File: config.mk
export PLATFORM = sky130hd
export DESIGN_NAME = game_ctrl
export DESIGN_NICKNAME = d
export VERILOG_FILES = /design/src/rtl/game_pkg.sv /design/src/rtl/edge_detect.sv /design/src/rtl/game_ctrl.sv
export SDC_FILE = /design/constraint.sdc
export NUM_CORES = 1
export LEC_CHECK = 0
export BUFFER_PORTS_ARGS = -buffer_cell sky130_fd_sc_hd__buf_2
export CAP_MARGIN = 20
export CORE_UTILIZATION = 60
export CTS_CLUSTER_SIZE = 28
export DETAILED_ROUTE_END_ITERATION = 10
export PLACE_DENSITY = 0.92
export REMOVE_ABC_BUFFERS = 1
export SYNTH_ARGS = -nofsm -noshare
export SYNTH_HDL_FRONTEND = slang
export SYNTH_SLANG_ARGS = --single-unit
File: constraint.sdc
create_clock -name pclk -period 3 [get_ports pclk]
set_clock_uncertainty 0.2 [all_clocks]
set_input_delay 0.15 -clock pclk [delete_from_list [all_inputs] [get_ports pclk]]
set_output_delay 0.15 -clock pclk [all_outputs]
set_load 0.02 [all_outputs]
File: src/rtl/game_pkg.sv
// Shared definitions for the game controller and the blocks that consume
// its level/lives outputs (enemies, textbox).
//   - state_e  : 3-bit encoded game state, also exported on state_out
//   - *_W      : widths of level, lives and frame counter
//   - *_DEF    : default values for the game_ctrl parameters
package game_pkg;
  localparam int LEVEL_W = 4;
  localparam int LIVES_W = 2;
  localparam int FRAME_W = 8;

  localparam int START_LEVEL_DEF  = 1;
  localparam int MAX_LEVEL_DEF    = 4;
  localparam int LIVES_INIT_DEF   = 3;
  localparam int CLEAR_FRAMES_DEF = 120;
  localparam int HIT_FRAMES_DEF   = 60;

  typedef enum logic [2:0] {
    ST_IDLE        = 3'd0,
    ST_PLAY        = 3'd1,
    ST_LEVEL_CLEAR = 3'd2,
    ST_HIT         = 3'd3,
    ST_GAME_OVER   = 3'd4,
    ST_WIN         = 3'd5
  } state_e;
endpackage

File: src/rtl/edge_detect.sv
// Rising-edge detector with optional 2-flop synchronizer.
//   clk, rst_n : clock, async active-low reset
//   d          : input level (asynchronous when SYNC=1)
//   rise       : one-cycle pulse on a rising edge of d
// With SYNC=1 the detector is only armed after the synchronized input has
// been seen low, so a button held through reset release produces no edge
// until it is released and pressed again.
module edge_detect #(
  parameter bit SYNC = 1'b1
) (
  input  logic clk,
  input  logic rst_n,
  input  logic d,
  output logic rise
);
  generate
    if (SYNC) begin : g_sync
      logic [1:0] sync_q, sync_d;
      logic [1:0] vld_pipe_q, vld_pipe_d;  // marks sync stages holding real samples
      logic       prev_q, prev_d;
      logic       armed_q, armed_d;

      always_comb begin
        sync_d     = {sync_q[0], d};
        vld_pipe_d = {vld_pipe_q[0], 1'b1};
        prev_d     = sync_q[1];
        armed_d    = armed_q | (vld_pipe_q[1] & ~sync_q[1]);
      end

      always_ff @(posedge clk or negedge rst_n) begin
        if (!rst_n) begin
          sync_q     <= '0;
          vld_pipe_q <= '0;
          prev_q     <= 1'b0;
          armed_q    <= 1'b0;
        end else begin
          sync_q     <= sync_d;
          vld_pipe_q <= vld_pipe_d;
          prev_q     <= prev_d;
          armed_q    <= armed_d;
        end
      end

      assign rise = sync_q[1] & ~prev_q & armed_q;
    end else begin : g_raw
      logic prev_q, prev_d;

      always_comb prev_d = d;

      always_ff @(posedge clk or negedge rst_n) begin
        if (!rst_n) prev_q <= 1'b0;
        else        prev_q <= prev_d;
      end

      assign rise = d & ~prev_q;
    end
  endgenerate
endmodule

File: src/rtl/game_ctrl.sv
// Game flow controller: IDLE -> PLAY -> LEVEL_CLEAR / HIT -> ... -> WIN or
// GAME_OVER, paced by frame ticks from vsync.
//   pclk, rst       : pixel clock, async active-low reset
//   vsync_in        : VGA vsync; rising edge is the frame tick
//   fire_btn        : raw start/fire button (asynchronous)
//   ship_hit        : one-cycle pulse, ship struck
//   enemies_cleared : level-sensitive, formation destroyed
//   level, lives    : current level / remaining lives
//   play_en         : high only in PLAY
//   level_start     : one-cycle pulse, reload enemy formation
//   respawn         : one-cycle pulse, recentre ship
//   state_out       : encoded state (game_pkg::state_e)
module game_ctrl
  import game_pkg::*;
#(
  parameter int START_LEVEL  = START_LEVEL_DEF,
  parameter int MAX_LEVEL    = MAX_LEVEL_DEF,
  parameter int LIVES_INIT   = LIVES_INIT_DEF,
  parameter int CLEAR_FRAMES = CLEAR_FRAMES_DEF,
  parameter int HIT_FRAMES   = HIT_FRAMES_DEF
) (
  input  logic               pclk,
  input  logic               rst,
  input  logic               vsync_in,
  input  logic               fire_btn,
  input  logic               ship_hit,
  input  logic               enemies_cleared,
  output logic [LEVEL_W-1:0] level,
  output logic [LIVES_W-1:0] lives,
  output logic               play_en,
  output logic               level_start,
  output logic               respawn,
  output logic [2:0]         state_out
);
  logic btn_edge, frame_tick;

  edge_detect #(.SYNC(1'b1)) u_btn (
    .clk(pclk), .rst_n(rst), .d(fire_btn), .rise(btn_edge)
  );

  edge_detect #(.SYNC(1'b0)) u_vsync (
    .clk(pclk), .rst_n(rst), .d(vsync_in), .rise(frame_tick)
  );

  state_e             state_q, state_d;
  logic [LEVEL_W-1:0] level_q, level_d;
  logic [LIVES_W-1:0] lives_q, lives_d;
  logic [FRAME_W-1:0] frame_q, frame_d;
  logic               play_en_q, play_en_d;
  logic               level_start_q, level_start_d;
  logic               respawn_q, respawn_d;

  always_comb begin
    state_d       = state_q;
    level_d       = level_q;
    lives_d       = lives_q;
    frame_d       = frame_q;
    level_start_d = 1'b0;
    respawn_d     = 1'b0;

    if ((state_q == ST_LEVEL_CLEAR || state_q == ST_HIT) && frame_tick)
      frame_d = frame_q + FRAME_W'(1);

    case (state_q)
      ST_IDLE: if (btn_edge) begin
        state_d       = ST_PLAY;
        level_d       = LEVEL_W'(START_LEVEL);
        lives_d       = LIVES_W'(LIVES_INIT);
        level_start_d = 1'b1;
        respawn_d     = 1'b1;
      end
      ST_PLAY: begin
        // ship_hit wins over a simultaneous enemies_cleared
        if (ship_hit) begin
          if (lives_q <= LIVES_W'(1)) begin
            state_d = ST_GAME_OVER;
            lives_d = '0;
          end else begin
            state_d = ST_HIT;
            lives_d = lives_q - LIVES_W'(1);
          end
        end else if (enemies_cleared) begin
          state_d = (level_q >= LEVEL_W'(MAX_LEVEL)) ? ST_WIN : ST_LEVEL_CLEAR;
        end
      end
      ST_LEVEL_CLEAR: if (frame_tick && frame_q == FRAME_W'(CLEAR_FRAMES - 1)) begin
        state_d       = ST_PLAY;
        if (level_q < LEVEL_W'(MAX_LEVEL)) level_d = level_q + LEVEL_W'(1);
        level_start_d = 1'b1;
        respawn_d     = 1'b1;
      end
      ST_HIT: if (frame_tick && frame_q == FRAME_W'(HIT_FRAMES - 1)) begin
        state_d   = ST_PLAY;
        respawn_d = 1'b1;
      end
      ST_GAME_OVER, ST_WIN: if (btn_edge) state_d = ST_IDLE;
      default: state_d = ST_IDLE;
    endcase

    // every state entry restarts the frame count
    if (state_d != state_q) frame_d = '0;
    play_en_d = (state_d == ST_PLAY);
  end

  always_ff @(posedge pclk or negedge rst) begin
    if (!rst) begin
      state_q       <= ST_IDLE;
      level_q       <= LEVEL_W'(START_LEVEL);
      lives_q       <= LIVES_W'(LIVES_INIT);
      frame_q       <= '0;
      play_en_q     <= 1'b0;
      level_start_q <= 1'b0;
      respawn_q     <= 1'b0;
    end else begin
      state_q       <= state_d;
      level_q       <= level_d;
      lives_q       <= lives_d;
      frame_q       <= frame_d;
      play_en_q     <= play_en_d;
      level_start_q <= level_start_d;
      respawn_q     <= respawn_d;
    end
  end

  assign level       = level_q;
  assign lives       = lives_q;
  assign play_en     = play_en_q;
  assign level_start = level_start_q;
  assign respawn     = respawn_q;
  assign state_out   = state_q;
endmodule

==> flow_summary.rst, run 1 <==
.. list-table::
   :header-rows: 1

   * - Metric
     - Value
   * - # clock sinks
     - 27
   * - Count of cells along the worst hold path
     - 3
   * - Reg-to-Reg End
     - frame_q[3]
   * - Final net count
     - 153
   * - Endpoint with the worst hold slack
     - state_out[1]
   * - Max-slew violation total from the final report
     - 0
   * - Source of the worst hold timing path
     - enemies_cleared
   * - Measured slew at the worst slew-check pin
     - 0.570 ns
   * - Biggest area contributors in the synthesized netlist
     - sky130_fd_sc_hd__dfrtp_1 45%, sky130_fd_sc_hd__dfstp_2 5.9%, sky130_fd_sc_hd__nor2_1 3.4%, sky130_fd_sc_hd__xor2_1 3.3%, sky130_fd_sc_hd__nand2_1 3.1%
   * - Core Box Area
     - 2020 um2
   * - Clock buffer depth
     - 2
   * - Total number of H-tree levels
     - 1
   * - Result of the run
     - finished, final reports clean
   * - Synth Warn #
     - 0
   * - Pin count of the biggest net entering global routing
     - 28
   * - Post-CTS Resized
     - 0
   * - Via count of the first global-routing pass
     - 927
   * - Iteration-0 DRC count of the detailed router
     - 24
   * - Maximum vdd drop
     - 0.461 mV
   * - Max-cap violation count
     - 0
   * - Synthesized-area fraction occupied by adder cells
     - 0.0187
   * - Number of instances in the synthesized netlist
     - 123
   * - Starting density of the core
     - 0.663
   * - Non-filler instance count after layout
     - 171
   * - Share of async-settable or async-resettable flops after synthesis
     - 1.00
   * - Layout cell share with drive strength beyond 1
     - 0.243
   * - Distinct cell type count of the synthesized netlist
     - 52
   * - Worst r2r path cells
     - 6
   * - Portion of the post-synthesis area used by sequential elements
     - 0.507
   * - Detail-routed via count per cell
     - 5.77
   * - Worst skew pair latency
     - 0.32 ns
   * - Setup TNS Final
     - 0 ns
   * - Compound-cell area share of the yosys netlist
     - 0.146
   * - Unrepaired setup endpoints after global routing
     - no
   * - Maximum achievable frequency
     - 465 MHz
   * - Global-route wire length before repair
     - 3920 um
   * - Global Route met1 Usage
     - 0.261
   * - Final setup violation count
     - 0
   * - Largest family of logic cells by synthesized area
     - simple AND/OR/NAND/NOR gates
   * - HPWL reported at the end of detailed placement
     - 1680 um
   * - Met2 usage
     - 0.368
   * - Worst setup EP type
     - flop
   * - Grt ovf
     - 0
   * - Die height
     - 49.3 um
   * - Num ports
     - 18
   * - Worst reg2reg startpoint
     - frame_q[0]
   * - Standard-cell rows
     - 16
   * - Share of the clock period used by the worst path after layout
     - 0.717
   * - Post-Synth Simple-Gate Area
     - 0.236
   * - Seq cells post-synth
     - 27
   * - Cell taking the most area after synthesis
     - sky130_fd_sc_hd__dfrtp_1
   * - Most used flip-flop cell after synthesis
     - sky130_fd_sc_hd__dfrtp_1
   * - Class of the most critical hold timing path
     - input pin to flop
   * - Proportion of netlist area held by the largest area contributor
     - 0.448
   * - Multiplexer fraction of the synthesized cell area
     - 0.00746
   * - Final core utilization
     - 0.740
   * - Setup Crit Path Kind
     - flop to flop
   * - Root Buffer Master
     - sky130_fd_sc_hd__clkbuf_4
   * - Avg Cell Area, Syn
     - 10.9 um2
   * - Most heavily used metal layer in global routing
     - met2
   * - Met3 capacity usage during global routing
     - 0.0405
   * - Routed wire length
     - 2340 um
   * - Total placed cells including tap cells
     - 163
   * - Number of antenna violations at the first check in global routing
     - 0
   * - Arrival time of data at the critical path endpoint
     - 2.16 ns
   * - Crit path required time
     - 3.01 ns
   * - Number of remaining DRC errors
     - 0
   * - Final-layout worst hold slack
     - 0.0987 ns
   * - Post-synth EDFFs
     - 0
   * - Global Route Usage Sum
     - 0.216
   * - Leakage Power
     - 0.699 nW
   * - Xor/xnor cell area share of the yosys netlist
     - 0.0457
   * - Last weighted congestion value of the routability-driven placer
     - 0.820
   * - Worst relative slew slack
     - 0.620
   * - Highest fanout seen on the critical path
     - 8
   * - Clk slew on worst S/H paths
     - 0.14 ns
   * - Routed vias
     - 987
   * - Antenna diodes
     - 0
   * - Launch point of the worst path
     - frame_q[0]
   * - First-pass iteration count of the detailed router
     - 4
   * - TritonCTS clock tree
     - yes
   * - Post-Syn Area
     - 1340 um2
   * - Horizontal extent of the die
     - 49.3 um
   * - Register-to-Register Setup Slack
     - 0.85 ns
   * - P per Cell Area
     - 692 nW/um2
   * - Area of the die
     - 2430 um2
   * - PortBufs
     - 17
   * - Endpoints failing hold
     - 0
   * - DRT antenna net count
     - 0
   * - Final worst path period need
     - 2.15 ns
   * - CP Launch Type
     - flop
   * - Area growth syn-to-layout
     - 11.6%
   * - Average wire per cell in the routed design
     - 13.7 um
   * - Inserted Clock Buffers
     - 3
==> timing repair <==
action / CTS / global route
setup buffers: 0 / 0
setup endpoints to repair: 0 / 0
hold endpoints to repair: 31 / 0
hold buffers: 4 / 0
==> stage by stage <==
step	power, mW	setup WS, ns	cell area (um2)
2_1_floorplan	0.773	1.03	1310
5_1_grt	1.10	0.719	1500
3_5_place_dp	0.872	0.870	1430
6_report	1.03	0.849	1500
4_1_cts	1.04	0.860	1500
3_3_place_gp	0.855	0.940	1430
==> how the worst max path moves through the flow <==
| stage | end | slack (ns) | cells after the start |
|---|---|---|---|
| finish | frame_q[3] | 0.85 | 6 |
| global route | frame_q[2] | 0.72 | 6 |
| CTS | frame_q[3] | 0.86 | 6 |
| detailed placement | frame_q[5] | 0.87 | 6 |
| global placement | frame_q[3] | 0.94 | 6 |
| floorplan | frame_q[0] | 1.03 | 6 |
==> synth_stat cells, types with 2 or more instances <==
library cell and count:
sky130_fd_sc_hd__dfstp_2 3, sky130_fd_sc_hd__nand2b_1 2, sky130_fd_sc_hd__nor2_1 12, sky130_fd_sc_hd__dfrtp_1 24
sky130_fd_sc_hd__or3_1 2, sky130_fd_sc_hd__o21ai_1 2, sky130_fd_sc_hd__buf_6 2, sky130_fd_sc_hd__a21oi_1 8
sky130_fd_sc_hd__nand3_1 3, sky130_fd_sc_hd__nand2_1 11, sky130_fd_sc_hd__nand4_1 3, sky130_fd_sc_hd__o21ai_0 2
sky130_fd_sc_hd__ha_1 2, sky130_fd_sc_hd__inv_1 3, sky130_fd_sc_hd__nor3b_1 2, sky130_fd_sc_hd__xnor2_1 2
sky130_fd_sc_hd__xor2_1 5
==> flip-flops by register name, indices dropped and copies added, names as in the netlist <==
| signal | flops |
|---|---|
| lives | 2 |
| level_start | 1 |
| level | 4 |
| respawn | 1 |
| state_out | 3 |
| u_btn.g_sync.prev_q | 1 |
| u_btn.g_sync.sync_q | 2 |
| u_btn.g_sync.armed_q | 1 |
| u_vsync.g_raw.prev_q | 1 |
| frame_q | 8 |
| u_btn.g_sync.vld_pipe_q | 2 |
| play_en | 1 |
==> layout by cell type (no fill, tap or decap), types with 3 or more instances in the layout <==
cell type,count
sky130_fd_sc_hd__nor2_1,12
sky130_fd_sc_hd__buf_2,17
sky130_fd_sc_hd__dfstp_2,3
sky130_fd_sc_hd__dfrtp_1,24
sky130_fd_sc_hd__nand2_1,11
sky130_fd_sc_hd__clkbuf_4,3
sky130_fd_sc_hd__dlygate4sd3_1,4
sky130_fd_sc_hd__inv_1,3
sky130_fd_sc_hd__nand4_1,3
sky130_fd_sc_hd__a21oi_1,8
sky130_fd_sc_hd__xor2_1,5
sky130_fd_sc_hd__nand3_1,3
==> cell families after synthesis <==
kind of cell / after synthesis
AO/OA/AOI/OAI: 26
XOR/XNOR: 7
adder cells (fa/ha/maj): 2
buffers and inverters: 8
flip-flops: 27
multiplexers: 1
other: 1
AND/OR/NAND/NOR: 51
==> worst max-delay path: stages, from the launching register on <==
cell and delay [ns]:
sky130_fd_sc_hd__dfrtp_1 0.40, sky130_fd_sc_hd__ha_1 0.27, sky130_fd_sc_hd__nand2_2 0.10, sky130_fd_sc_hd__or3_1 0.37
sky130_fd_sc_hd__and3b_4 0.20, sky130_fd_sc_hd__o311ai_4 0.41, sky130_fd_sc_hd__nor2_1 0.10
==> metal layers <==
layer	vias to the layer above	wire length (um)
met3	4	78
met4	0	32
met1	481	1050
met2	21	1180
li1	481	-
met5	-	0
==> layout make-up <==
class / instances / area [um2]
fill: 141 / 526
tap: 27 / 33.8
clock inverter: 1 / 8.76
clock buffer: 3 / 22.5
inverter: 4 / 15.0
timing repair buffer: 21 / 125
sequential: 27 / 679
multi-input combinational: 88 / 612
==> report_power, final <==
group	internal (mW)	total, mW	switching [mW]
registers	0.438	0.527	0.0889
logic	0.149	0.346	0.197
clock network	0.0543	0.162	0.107
total	0.642	1.03	0.393
Power figures use the tool's default switching activity.
==> run 2, diff against run 1 <==
--- a/config.mk
+++ b/config.mk
@@ -5,12 +5,13 @@
 export SDC_FILE = /design/constraint.sdc
 export NUM_CORES = 1
 export LEC_CHECK = 0
+export ABC_AREA = 1
 export BUFFER_PORTS_ARGS = -buffer_cell sky130_fd_sc_hd__buf_2
 export CAP_MARGIN = 20
-export CORE_UTILIZATION = 60
+export CORE_UTILIZATION = 56
 export CTS_CLUSTER_SIZE = 28
 export DETAILED_ROUTE_END_ITERATION = 10
-export PLACE_DENSITY = 0.92
+export PLACE_DENSITY = 0.87
 export REMOVE_ABC_BUFFERS = 1
 export SYNTH_ARGS = -nofsm -noshare
 export SYNTH_HDL_FRONTEND = slang
==> constraint.sdc (replaced) <==
create_clock -name pclk -period 2 [get_ports pclk]
set_clock_uncertainty 0.2 [all_clocks]
set_input_delay 0.1 -clock pclk [delete_from_list [all_inputs] [get_ports pclk]]
set_output_delay 0.1 -clock pclk [all_outputs]
set_load 0.02 [all_outputs]
==> flow_summary.rst, run 2 <==
.. list-table::
   :header-rows: 1

   * - Metric
     - Value
   * - Result of the run
     - finished, final reports clean
   * - Die height
     - 51.1 um (+3.7%)
   * - DRT antenna net count
     - 0 (unchanged)
   * - Clock buffer depth
     - 2 (unchanged)
   * - Post-place setup slack
     - 0.195 ns (-0.675 ns)
   * - Max-cap violation count
     - 0 (unchanged)
   * - Distinct cell type count of the synthesized netlist
     - 32 (-38%)
   * - Iteration-0 DRC count of the detailed router
     - 25 (+4.2%)
   * - Arrival time of data at the critical path endpoint
     - 1.80 ns (-0.36 ns)
   * - Number of remaining DRC errors
     - 0 (unchanged)
   * - Number of instances in the synthesized netlist
     - 158 (+28%)
   * - Worst r2r path cells
     - 9 (+3)
   * - Layout cell share with drive strength beyond 1
     - 0.238 (-0.00549)
   * - Max-slew violation total from the final report
     - 0 (unchanged)
   * - Starting density of the core
     - 0.605 (-0.0583)
   * - Share of async-settable or async-resettable flops after synthesis
     - 1.00 (unchanged)
   * - Inserted Clock Buffers
     - 3 (unchanged)
   * - Portion of the post-synthesis area used by sequential elements
     - 0.503 (-0.00375)
   * - Routed wire length
     - 2510 um (+7.4%)
   * - Worst setup EP type
     - flop
   * - Global-route wire length before repair
     - 4240 um (+8.1%)
   * - First-pass iteration count of the detailed router
     - 4 (unchanged)
   * - Library cell with the highest instance count after synthesis
     - sky130_fd_sc_hd__nand2_1
   * - Endpoints failing hold
     - 0 (unchanged)
   * - Setup Crit Path Kind
     - flop to flop
   * - Top reg by flops
     - frame_q
   * - End point of the critical path
     - frame_q[5]
   * - Num ports
     - 18 (unchanged)
   * - Average wire per cell in the routed design
     - 12.0 um (-12%)
   * - Commonest non-fill, non-tap cells in the layout
     - 38 x sky130_fd_sc_hd__nand2_1, 24 x sky130_fd_sc_hd__nor2_1, 23 x sky130_fd_sc_hd__dfrtp_1, 19 x sky130_fd_sc_hd__inv_1, 17 x sky130_fd_sc_hd__buf_2
   * - Crit path required time
     - 2.01 ns (-1.00 ns)
   * - Worst reg2reg startpoint
     - frame_q[0]
   * - HPWL reported at the end of detailed placement
     - 1910 um (+14%)
   * - Maximum vdd drop
     - 0.804 mV (+74%)
   * - Design Area, Final
     - 1530 um2 (+2.3%)
   * - Final net count
     - 190 (+24%)
   * - Leakage Power
     - 0.777 nW (+11%)
   * - Post-synth EDFFs
     - 0 (unchanged)
   * - Measured slew at the worst slew-check pin
     - 0.576 ns (+0.00610 ns)
   * - Standard-cell rows
     - 17 (+1)
   * - Setup TNS Final
     - 0 ns (unchanged)
   * - Seq cells post-synth
     - 27 (unchanged)
   * - PortBufs
     - 17 (unchanged)
   * - Total power of the final layout
     - 1.88 mW (+81%)
   * - Number of antenna violations at the first check in global routing
     - 0 (unchanged)
   * - Pin count of the biggest net entering global routing
     - 28 (unchanged)
   * - # Post-CTS Setup Buffers
     - 0 (unchanged)
   * - Avg Cell Area, Syn
     - 8.55 um2 (-22%)
   * - Antenna diodes
     - 0 (unchanged)
   * - Final worst setup slack
     - 0.213 ns (-0.636 ns)
   * - Total number of H-tree levels
     - 1 (unchanged)
   * - Root Buffer Master
     - sky130_fd_sc_hd__clkbuf_4
   * - Final setup violation count
     - 0 (unchanged)
   * - Biggest area contributors in the synthesized netlist
     - sky130_fd_sc_hd__dfrtp_1 44%, sky130_fd_sc_hd__nand2_1 11%, sky130_fd_sc_hd__nor2_1 6.7%, sky130_fd_sc_hd__dfstp_2 5.8%, sky130_fd_sc_hd__inv_1 5.3%
   * - Highest fanout seen on the critical path
     - 8 (unchanged)
   * - Synth Warn #
     - 0 (unchanged)
   * - Area of the die
     - 2610 um2 (+7.6%)
   * - Area growth syn-to-layout
     - 13.2%
   * - Post-Syn Area
     - 1350 um2 (+0.75%)
   * - Proportion of netlist area held by the largest area contributor
     - 0.444 (-0.00332)
   * - Horizontal extent of the die
     - 51.1 um (+3.7%)
   * - Final-layout worst hold slack
     - 0.0131 ns (-0.0856 ns)
   * - Share of the clock period used by the worst path after layout
     - 0.894 (+0.177)
   * - TritonCTS clock tree
     - yes
   * - P per Cell Area
     - 1230 nW/um2 (+77%)
   * - Via count of the first global-routing pass
     - 1030 (+11%)
   * - Worst relative slew slack
     - 0.616 (-0.00406)
   * - Routed vias
     - 1053 (+6.7%)
   * - CP Launch Type
     - flop
   * - Non-filler instance count after layout
     - 209 (+22%)
   * - # clock sinks
     - 27 (unchanged)
   * - Core Box Area
     - 2230 um2 (+10%)
   * - Class of the most critical hold timing path
     - input pin to flop
   * - Final worst path period need
     - 1.79 ns (-0.364 ns)
   * - Grt ovf
     - 0 (unchanged)
   * - Top cells by instance count after synthesis
     - 38 x sky130_fd_sc_hd__nand2_1, 24 x sky130_fd_sc_hd__dfrtp_1, 24 x sky130_fd_sc_hd__nor2_1, 19 x sky130_fd_sc_hd__inv_1, 8 x sky130_fd_sc_hd__nand3_1
   * - Launch point of the worst path
     - frame_q[0]
   * - Maximum achievable frequency
     - 559 MHz (+20%)
   * - Worst skew pair latency
     - 0.31 ns (about the same)
   * - Detail-routed via count per cell
     - 5.04 (-13%)
   * - Last weighted congestion value of the routability-driven placer
     - 0.893 (+8.8%)
   * - Cell taking the most area after synthesis
     - sky130_fd_sc_hd__dfrtp_1
   * - Reg-to-Reg End
     - frame_q[5]
   * - Total placed cells including tap cells
     - 202 (+24%)
   * - Clk slew on worst S/H paths
     - 0.14 ns (about the same)
   * - Leading cell type in the layout, fill and taps excluded
     - sky130_fd_sc_hd__nand2_1
   * - Most used flip-flop cell after synthesis
     - sky130_fd_sc_hd__dfrtp_1
   * - Flip-flop count of the largest register, all copies and words added
     - 8 (unchanged)
   * - Final core utilization
     - 0.685 (-0.0549)
   * - Global Route Usage Sum
     - 0.218 (+0.00207)
   * - Register-to-Register Setup Slack
     - 0.21 ns (-0.64 ns)
   * - Placed Instance Area
     - 1460 um2 (+2.7%)
run 2: cell count changes after synthesis, moves of 3 or more:
cell / change
sky130_fd_sc_hd__nand2_1: +27
sky130_fd_sc_hd__a21oi_1: -6
sky130_fd_sc_hd__nand3_1: +5
sky130_fd_sc_hd__nor2_1: +12
sky130_fd_sc_hd__o21ai_0: +4
sky130_fd_sc_hd__nand4_1: -3
sky130_fd_sc_hd__inv_1: +16
sky130_fd_sc_hd__inv_2: +4
run 2: logic make-up after synthesis:
family                     Yosys count  synth area share
other                                1           0.00278
xor gates and xnor gates             5            0.0324
and+or+nand+nor                     83             0.296
AOI/OAI and AO/OA                   15            0.0750
adders and majority gates            2            0.0185
buffers and inverters               25            0.0722
DFF                                 27             0.503
run 2: report_power, final:
group / total (mW) / internal (mW) / switching [mW]
clock: 0.222 / 0.0747 / 0.148
combinational: 0.894 / 0.293 / 0.601
sequential: 0.760 / 0.661 / 0.0993
run 2: metal layers:
metal,track usage,routed length (um)
met5,0,0
met4,0.0880,16
met3,0.0298,84
met2,0.388,1360
met1,0.263,1050
run 2: area by class of cell:
type | count | area (um2)
clock buffer | 3 | 22.5
fill | 189 | 703
inverter | 24 | 90.1
timing repair buffer | 20 | 115
clock inverter | 1 | 5.00
sequential | 27 | 681
multi-input combinational | 106 | 582
tap | 28 | 35.0
run 2: how the worst min path moves through the flow:
stage	startpoint	end	slack (ns)	cells after the start
floorplan	rst	frame_q[0]	-0.40	0
global placement	rst	u_btn.g_sync.armed_q	-0.08	1
detailed placement	rst	u_btn.g_sync.vld_pipe_q[1]	-0.07	1
CTS	ship_hit	state_out[1]	0.007	5
global route	ship_hit	state_out[1]	0.07	5
finish	ship_hit	state_out[1]	0.01	5
run 2: what timing repair did:
action | in CTS | in global routing
endpoints found under the hold margin | 29 | 0
gates resized for setup | 0 | 3
hold buffers | 3 | 0
setup endpoints to repair | 0 | 8
run 2: worst max-delay path: stages, from the launching register on:
cell and delay [ns]:
sky130_fd_sc_hd__dfrtp_1 0.41, sky130_fd_sc_hd__ha_2 0.23, sky130_fd_sc_hd__nor3b_2 0.21, sky130_fd_sc_hd__nand3_1 0.12, sky130_fd_sc_hd__nand2_1 0.10, sky130_fd_sc_hd__nand3_1 0.10
sky130_fd_sc_hd__nand2_1 0.07, sky130_fd_sc_hd__nand2_1 0.08, sky130_fd_sc_hd__nand3_4 0.11, sky130_fd_sc_hd__nor2_1 0.06
==> run 3, diff against run 2 <==
--- a/config.mk
+++ b/config.mk
@@ -5,7 +5,6 @@
 export SDC_FILE = /design/constraint.sdc
 export NUM_CORES = 1
 export LEC_CHECK = 0
-export ABC_AREA = 1
 export BUFFER_PORTS_ARGS = -buffer_cell sky130_fd_sc_hd__buf_2
 export CAP_MARGIN = 20
 export CORE_UTILIZATION = 56
==> flow_summary.rst, run 3 (synthesis results as in run 1) <==
.. list-table::
   :header-rows: 1

   * - Metric
     - Value
   * - Violations in the final reports
     - setup timing
   * - Grt ovf
     - 0 (unchanged)
   * - Cells along the critical path
     - ha_2, nand2_2, or3_4, and3b_4, o311ai_4, buf_6, nor2_1
   * - Num ports
     - 18 (unchanged)
   * - CP Launch Type
     - flop
   * - Setup TNS Final
     - -0.142 ns (-0.142 ns)
   * - Design Area, Final
     - 1630 um2 (+6.5%)
   * - Clk slew on worst S/H paths
     - 0.15 ns (about the same)
   * - Total placed cells including tap cells
     - 176 (-13%)
   * - Global-route wire length before repair
     - 4570 um (+8.0%)
   * - Maximum vdd drop
     - 0.671 mV (-17%)
   * - Setup Crit Path Kind
     - flop to flop
   * - Class of the most critical hold timing path
     - input pin to flop
   * - Flip-flop count of the largest register, all copies and words added
     - 8 (unchanged)
   * - Number of remaining DRC errors
     - 0 (unchanged)
   * - Core Box Area
     - 2230 um2 (unchanged)
   * - Detail-routed via count per cell
     - 5.66 (+12%)
   * - Max-slew violation total from the final report
     - 0 (unchanged)
   * - Top reg by flops
     - frame_q
   * - Measured slew at the worst slew-check pin
     - 0.580 ns (+0.00450 ns)
   * - Number of antenna violations at the first check in global routing
     - 0 (unchanged)
   * - PortBufs
     - 17 (unchanged)
   * - Max-cap violation count
     - 0 (unchanged)
   * - Placed Instance Area
     - 1520 um2 (+3.6%)
   * - Final worst setup slack
     - -0.0248 ns (-0.237 ns)
   * - Pin count of the biggest net entering global routing
     - 28 (unchanged)
   * - Result of the run
     - finished, violations left
   * - First-pass iteration count of the detailed router
     - 4 (unchanged)
   * - Area of the die
     - 2590 um2 (-0.70%)
   * - Maximum achievable frequency
     - 494 MHz (-12%)
   * - Total power of the final layout
     - 1.68 mW (-10%)
   * - Unrepaired setup endpoints after global routing
     - yes
   * - Final net count
     - 168 (-12%)
   * - Crit path required time
     - 2.04 ns (+0.03 ns)
   * - Highest fanout seen on the critical path
     - 8 (unchanged)
   * - Starting density of the core
     - 0.601 (-0.00448)
   * - Routed vias
     - 1058 (+0.47%)
   * - Antenna diodes
     - 0 (unchanged)
   * - Horizontal extent of the die
     - 50.9 um (-0.35%)
   * - Standard-cell rows
     - 17 (unchanged)
   * - Average wire per cell in the routed design
     - 15.0 um (+25%)
   * - Clock buffer depth
     - 2 (unchanged)
   * - Global Route Usage Sum
     - 0.235 (+0.0169)
   * - Category of cells accounting for the largest share of critical-path delay
     - simple AND/OR/NAND/NOR gates
   * - Routed wire length
     - 2800 um (+12%)
   * - Area growth syn-to-layout
     - 21.5%
   * - Final setup violation count
     - 8 (+8)
   * - Sequential standard cell area
     - 679 um2 (-0.18%)
   * - Iteration-0 DRC count of the detailed router
     - 27 (+8.0%)
   * - Total number of H-tree levels
     - 1 (unchanged)
   * - Share of the clock period used by the worst path after layout
     - 1.01 (+0.119)
   * - Worst skew pair latency
     - 0.33 ns (+0.02 ns)
   * - Total buffers and inverters traversed by the critical path
     - 1 (+1)
   * - HPWL reported at the end of detailed placement
     - 1970 um (+2.7%)
   * - Leakage Power
     - 0.783 nW (+0.80%)
   * - Fillers
     - 147 (-22%)
   * - Commonest non-fill, non-tap cells in the layout
     - 24 x sky130_fd_sc_hd__dfrtp_1, 17 x sky130_fd_sc_hd__buf_2, 14 x sky130_fd_sc_hd__buf_4, 11 x sky130_fd_sc_hd__nor2_1, 11 x sky130_fd_sc_hd__nand2_1
   * - Last weighted congestion value of the routability-driven placer
     - 0.884 (-1.0%)
   * - Inserted Clock Buffers
     - 3 (unchanged)
   * - Final worst path period need
     - 2.02 ns (+0.237 ns)
   * - Endpoints failing hold
     - 0 (unchanged)
   * - TritonCTS clock tree
     - yes
   * - Max stage delay cell, worst path
     - sky130_fd_sc_hd__dfrtp_1
   * - Non-filler instance count after layout
     - 187 (-11%)
   * - Leading cell type in the layout, fill and taps excluded
     - sky130_fd_sc_hd__dfrtp_1
   * - Arrival time of data at the critical path endpoint
     - 2.06 ns (+0.26 ns)
   * - DRT antenna net count
     - 0 (unchanged)
   * - Highest cell delay on the worst timing path
     - 0.39 ns (-0.02 ns)
   * - Via count of the first global-routing pass
     - 1048 (+1.7%)
   * - Die height
     - 50.9 um (-0.35%)
   * - # clock sinks
     - 27 (unchanged)
   * - P per Cell Area
     - 1030 nW/um2 (-16%)
   * - Root Buffer Master
     - sky130_fd_sc_hd__clkbuf_4
   * - Worst setup EP type
     - flop
   * - Worst relative slew slack
     - 0.613 (-0.00300)
   * - Area taken by multi-input logic gates
     - 628 um2 (+8.0%)
   * - Layout cell share with drive strength beyond 1
     - 0.333 (+0.0958)
run 3: power breakdown:
group          leakage [nW]  internal [mW]  total (mW)  switching, mW
logic                 0.431          0.311       0.675          0.364
clock network        0.0139         0.0766       0.243          0.166
registers             0.338          0.658       0.762          0.104
run 3: layout make-up:
class / instances / area share
well taps: 28 / 0.0215
repair buffers: 36 / 0.148
inverters: 4 / 0.00922
multi-input cells: 88 / 0.386
flip-flops and latches: 27 / 0.417
clock buffers: 3 / 0.0138
clock inverters: 1 / 0.00461
run 3: worst paths after layout:
kind                       cells after the start  slack (ns)              startpoint                      to
max in group asynchronous                      2        1.14                     rst                level[0]
max reg2reg                                    7       -0.02              frame_q[0]              frame_q[5]
min                                            3        0.01         enemies_cleared            state_out[1]
min in group asynchronous                      2        0.08                     rst             level_start
min reg2reg                                    0        0.17  u_btn.g_sync.sync_q[0]  u_btn.g_sync.sync_q[1]
max                                            7       -0.02              frame_q[0]              frame_q[5]
run 3: worst register-to-register path, cell delays in order (launching register included):
cell                       delay [ns]
sky130_fd_sc_hd__dfrtp_1         0.39
sky130_fd_sc_hd__ha_2            0.21
sky130_fd_sc_hd__nand2_2         0.07
sky130_fd_sc_hd__or3_4           0.38
sky130_fd_sc_hd__and3b_4         0.19
sky130_fd_sc_hd__o311ai_4        0.26
sky130_fd_sc_hd__buf_6           0.17
sky130_fd_sc_hd__nor2_1          0.06
run 3: repair_timing:
item | in CTS | in global routing
resized for setup | 1 | 4
setup buffers | 1 | 2
hold buffers | 4 | 0
hold endpoints to repair | 31 | 0
pin swaps | 1 | 2
endpoints found under the setup margin | 8 | 9
run 3: stage by stage:
stage	hold slack [ns]	worst slack [ns]	util
final	0.0145	-0.0248	0.729
after global routing	0.00997	-0.0897	0.729
after CTS	0.00181	0.00366	0.715
after detailed placement	-0.0674	-0.0431	0.679
after global placement	-0.0847	0.0537	0.679
after floorplan	-0.396	0.0268	-
run 3: routing by layer:
layer / vias to the layer above / global-route usage / wire [um]
li1: 512 / - / -
met1: 525 / 0.301 / 1220
met2: 19 / 0.408 / 1500
met3: 2 / 0.0387 / 68
met4: 0 / 0.0648 / 16
met5: - / 0 / 0
